[src/rtl/sw_debounce_pkg.sv]
// Shared constants for the switch debounce front end.
// Holds the board clock rate and the board-level settle time in cycles (about 10 ms).
// Also provides the counter-width helper used to size each channel's stability counter.
package sw_debounce_pkg;

  // Board oscillator feeding core logic.
  localparam int unsigned BOARD_CLK_HZ = 100_000_000;

  // About 10 ms of settle time at the board clock; simulation overrides with small values.
  localparam int unsigned BOARD_STABLE_CYCLES = BOARD_CLK_HZ / 100;

  // Width needed to hold a count in the range 0..stable.
  function automatic int cnt_width(input int stable);
    return $clog2(stable + 1);
  endfunction

endpackage

[src/rtl/sw_debounce_bit.sv]
// One debounce channel: a 2-flop synchronizer, a stability counter and the accepted level.
// Latency: db follows a held raw level STABLE_CYCLES+1 edges after the first sampling edge.
// No backpressure. upd is a combinational strobe that is high during the cycle whose closing edge loads db.
// Ports: clk, rst_n (async active-low), raw (async level), db (debounced level), upd (db loads this edge).
module debounce_bit
  import sw_debounce_pkg::*;
#(
  parameter int STABLE_CYCLES = 16,
  parameter int CNT_W         = cnt_width(STABLE_CYCLES)
) (
  input  logic clk,
  input  logic rst_n,
  input  logic raw,
  output logic db,
  output logic upd
);

  localparam logic [CNT_W-1:0] LAST_CNT = CNT_W'(STABLE_CYCLES - 1);

  logic             r_s1;
  logic             r_s2;
  logic [CNT_W-1:0] r_cnt;
  logic             r_db;

  logic w_diff;
  logic w_upd;

  // r_cnt counts the consecutive edges that have already seen r_s2 differ from r_db.
  // The level is accepted on the STABLE_CYCLES-th such edge.
  assign w_diff = r_s2 ^ r_db;
  assign w_upd  = w_diff && (r_cnt == LAST_CNT);

  always_ff @(posedge clk or negedge rst_n) begin
    if (!rst_n) begin
      r_s1  <= 1'b0;
      r_s2  <= 1'b0;
      r_cnt <= '0;
      r_db  <= 1'b0;
    end else begin
      r_s1 <= raw;
      r_s2 <= r_s1;
      if (!w_diff) begin
        // Any return to the accepted level discards the partial count.
        r_cnt <= '0;
      end else if (w_upd) begin
        r_db  <= r_s2;
        r_cnt <= '0;
      end else begin
        r_cnt <= r_cnt + CNT_W'(1);
      end
    end
  end

  assign db  = r_db;
  assign upd = w_upd;

endmodule

[src/rtl/sw_debounce.sv]
// Debounces WIDTH slide switches plus the enable switch, each on an independent channel.
// Latency: a held level appears on the outputs STABLE_CYCLES+1 edges after it is first sampled.
// Outputs are plain levels with no handshake. changed pulses for one cycle after any level update.
// Ports: clk, rst_n (async active-low), raw_sw/raw_en (async inputs), sw/en (debounced), changed (pulse).
module sw_debounce
  import sw_debounce_pkg::*;
#(
  parameter int WIDTH         = 8,
  parameter int STABLE_CYCLES = 16,
  parameter int CNT_W         = cnt_width(STABLE_CYCLES)
) (
  input  logic             clk,
  input  logic             rst_n,
  input  logic [WIDTH-1:0] raw_sw,
  input  logic             raw_en,
  output logic [WIDTH-1:0] sw,
  output logic             en,
  output logic             changed
);

  // The enable switch occupies the top channel so that it is handled exactly like the data switches.
  logic [WIDTH:0] w_raw;
  logic [WIDTH:0] w_db;
  logic [WIDTH:0] w_upd;
  logic           r_changed;

  assign w_raw = {raw_en, raw_sw};

  for (genvar i = 0; i <= WIDTH; i++) begin : g_ch
    debounce_bit #(
      .STABLE_CYCLES (STABLE_CYCLES),
      .CNT_W         (CNT_W)
    ) u_bit (
      .clk   (clk),
      .rst_n (rst_n),
      .raw   (w_raw[i]),
      .db    (w_db[i]),
      .upd   (w_upd[i])
    );
  end

  // Registered alongside the db flops, so the pulse lines up with the new levels.
  // Several channels updating on the same edge produce a single pulse.
  always_ff @(posedge clk or negedge rst_n) begin
    if (!rst_n) begin
      r_changed <= 1'b0;
    end else begin
      r_changed <= |w_upd;
    end
  end

  assign sw      = w_db[WIDTH-1:0];
  assign en      = w_db[WIDTH];
  assign changed = r_changed;

endmodule

[config.mk]
export PLATFORM = sky130hd
export DESIGN_NAME = sw_debounce
export DESIGN_NICKNAME = d
export VERILOG_FILES = /design/src/rtl/sw_debounce_pkg.sv /design/src/rtl/sw_debounce_bit.sv /design/src/rtl/sw_debounce.sv
export SDC_FILE = /design/constraint.sdc
export NUM_CORES = 1
export LEC_CHECK = 0
export BUFFER_PORTS_ARGS = -buffer_cell sky130_fd_sc_hd__buf_2
export CORE_MARGIN = 3
export CORE_UTILIZATION = 45
export CTS_CLUSTER_SIZE = 28
export DETAILED_ROUTE_END_ITERATION = 12
export GPL_TIMING_DRIVEN = 0
export SYNTH_ARGS = -nofsm -noshare
export SYNTH_HDL_FRONTEND = slang
export SYNTH_HIERARCHICAL = 1
export SYNTH_SLANG_ARGS = --single-unit
[constraint.sdc]
create_clock -name clk -period 1.7 [get_ports clk]
set_input_delay 0.34 -clock clk [delete_from_list [all_inputs] [get_ports clk]]
set_output_delay 0.34 -clock clk [all_outputs]
set_load 0.05 [all_outputs]
==> results.cfg <==
[floorplanning]
pin_count = 21
rows = 28
die_w_um = 87.0
start_util_pct = 48.1
chipHeight_um = 87.0
coreArea_um2 = 6130
dieArea_um2 = 7560

[synthesis]
seq_area_frac_synth_pct = 61.9
synth.distinct_cells = 14
netlist_area_um2 = 2950
synthArstFlopShare_pct = 100
yosysMostFrequentCell = dfrtp_1
synth_top_area_share_pct = 61.9
synth_warnings = 6
synth_edf_count = 0
synth_top_cell_by_area = dfrtp_1
ys_ff_latch = 73
synth_ff_type = dfrtp_1
yosys-top-cells-area = dfrtp_1 62%, xnor2_1 5.3%, xor2_1 5.3%
postSynthCellCount = 230
avgSynthCellArea_um2 = 12.8
synth_common_cells = 73 x dfrtp_1, 28 x nor2_1, 18 x nor2_2, 18 x xnor2_1, 18 x xor2_1
syn_nets = 250

[critical_path]
critPathTopFamily = flip-flops
path_max_fanout = 4
path_class = register to primary output
startpoint_type = register
reg2reg_to = changed
worstPathRequired_ns = 1.36
crit_buf_inv = 1
cpMaxStageDelayCell = dfrtp_1
r2r-start = g_ch[6].u_bit/r_cnt[0]
cpPeakStageDelay_ns = 0.42
r2r_cells = 5
path_depth = 1
r2r_setup_slack_ns = 0.37
arrival_ns = 1.04
cp-end-kind = primary output
crit_chain = buf_2

[drt]
drt_iter0_drc = 55
ant_nets = 0
avgViaCountPerCell = 4.75
vias = 1629
wl_per_cell_um = 11.5
drc = 0
dr.pass1.iters = 4
wl_um = 3940

[pwr]
p_comb_share_pct = 5.5
p_per_area_nw_per_um2 = 1000
internal-power_mw = 2.65
swShare_pct = 22.1
max-vdd-ir-drop_mv = 0.891
p_switching_mw = 0.751
p_leak_nw = 1.67
p_seq_share_pct = 54.8
pwr-share-clk_pct = 39.8

[clocking]
clkLatencyLatePin_ns = 0.34
cts_tree = yes
root_buffer = clkbuf_8
cts_max_path_buffers = 2
htree_num_levels = 3
clk_pin_slew_ns = 0.07
clock_sinks = 73
numCtsBuffers = 9
ctsResizeCount = 0

[global_route]
grt_pass1_vias = 1750
grt_pass1_wl_um = 7300
grt.overflow.total = 0
grt_max_degree = 62
track_usage_pct = 12.7
grt_antenna_before_repair = 0

[timing]
slew-limit-headroom_pct = 80.8
worstMarginPinSlew_ns = 0.288
drv_slew = 0
fin_crit_ns = 1.38
period_share_pct = 81.3
finalHoldWorstSlack_ns = 0.104
rsz0062_at_grt = false
setup_viol = 0
fmax_ghz = 0.724
hold_violations = 0
worst_slack_ns = 0.318
fin_skew_ns = 0.00879

[min_path]
min_to = g_ch[4].u_bit/r_s1
min_path_type = input pin to register
hold-path-cell-count = 1
hp-start = raw_sw[4]

[layout]
utilization_pct = 55.3
n_antenna_cell = 0
fillers = 518
fin_nets = 283
area.growth.synth_to_final_pct = 14.9
drive_above_1_share_pct = 30.2
multi_input_area_um2 = 1090
ff_latch_area_um2 = 1830

[placement]
gp_congestion = 0.701
dpl.hpwl_um = 2770
port_buffers = 20
preCtsSetupSlack_ns = 0.335

[run]
max_cap_violations = 0

[outcome]
status = completed
through the flow:
stage               instances  cell area (um^2)  total power [mW]  setup TNS [ns]
finish                    343              3390              3.40               0
global route              343              3390              3.59               0
CTS                       343              3390              3.48               0
detailed placement        326              3170              2.09               0
global placement          325              3140              2.07          -10.11
floorplan                 230              2950              2.01               0
power groups by stage:
stage	clock [mW]	sequential, mW	combinational, mW
2_1_floorplan	0	1.89	0.118
3_3_place_gp	0	1.90	0.179
3_5_place_dp	0	1.90	0.190
4_1_cts	1.42	1.86	0.192
5_1_grt	1.49	1.88	0.226
6_report	1.35	1.86	0.186
metal layers:
metal / wire length [um] / global-route usage (%) / part of all wire, % / vias to the layer above
li1: - / - / - / 828
met1: 1820 / 14.4 / 46 / 770
met2: 1860 / 20.7 / 47 / 24
met3: 190 / 5.96 / 4.8 / 7
met4: 65 / 5.10 / 1.7 / 0
met5: 0 / 0 / 0 / -
area by class of cell:
class	instances	share of cell area, %
well taps	75	2.77
inverters	9	0.996
clock inverters	4	1.51
flip-flops and latches	73	53.9
clock buffers	12	4.58
multi-input cells	148	32.1
repair buffers	22	4.13
kinds of logic (layout without fill, tap and decap cells):
| kind of cell | Yosys count | after routing | synth area share, % |
|---|---|---|---|
| adders and majority gates | 9 | 9 | 3.82 |
| and+or+nand+nor | 85 | 85 | 16.3 |
| AOI/OAI and AO/OA | 9 | 9 | 2.67 |
| muxes | 9 | 9 | 3.44 |
| DFF | 73 | 73 | 61.9 |
| buffers and inverters | 9 | 47 | 1.14 |
| xor gates and xnor gates | 36 | 36 | 10.7 |
flip-flops by register name (all words and copies together), names as in the netlist:
register	flops
g_ch.u_bit/db	9
g_ch.u_bit/r_cnt	45
g_ch.u_bit/r_s1	9
changed	1
g_ch.u_bit/r_s2	9
worst max-delay path by stage:
stage          slack [ns]                    from          endpoint
5_1_grt              0.23  g_ch[6].u_bit/r_cnt[0]           changed
6_report             0.32        g_ch[0].u_bit/db             sw[0]
2_1_floorplan        0.31        g_ch[6].u_bit/db           changed
3_3_place_gp        -0.14                   rst_n  g_ch[1].u_bit/db
3_5_place_dp         0.33  g_ch[5].u_bit/r_cnt[0]           changed
4_1_cts              0.29        g_ch[1].u_bit/db             sw[1]
cell usage in the layout (no fill, tap or decap):
cell and instances:
bufinv_16 1, buf_4 1, o21ai_2 9, dfrtp_1 73, clkinv_2 1, buf_2 19
clkbuf_1 1, nor2_2 18, nand3_1 10, and3_2 9, xor2_1 18, clkbuf_8 11
clkinv_4 1, xnor2_1 18, dlygate4sd3_1 1, mux2_1 9, ha_1 9, inv_1 9
clkinvlp_4 1, nor2_1 28, nor4_1 1, nand3_2 9, buf_16 1, nor3_1 10
repair_timing:
action | CTS | global route
hold buffers | 1 | 0
hold endpoints to repair | 12 | 0
setup buffers | 0 | 0
setup endpoints to repair | 0 | 0
Power figures use the tool's default switching activity.
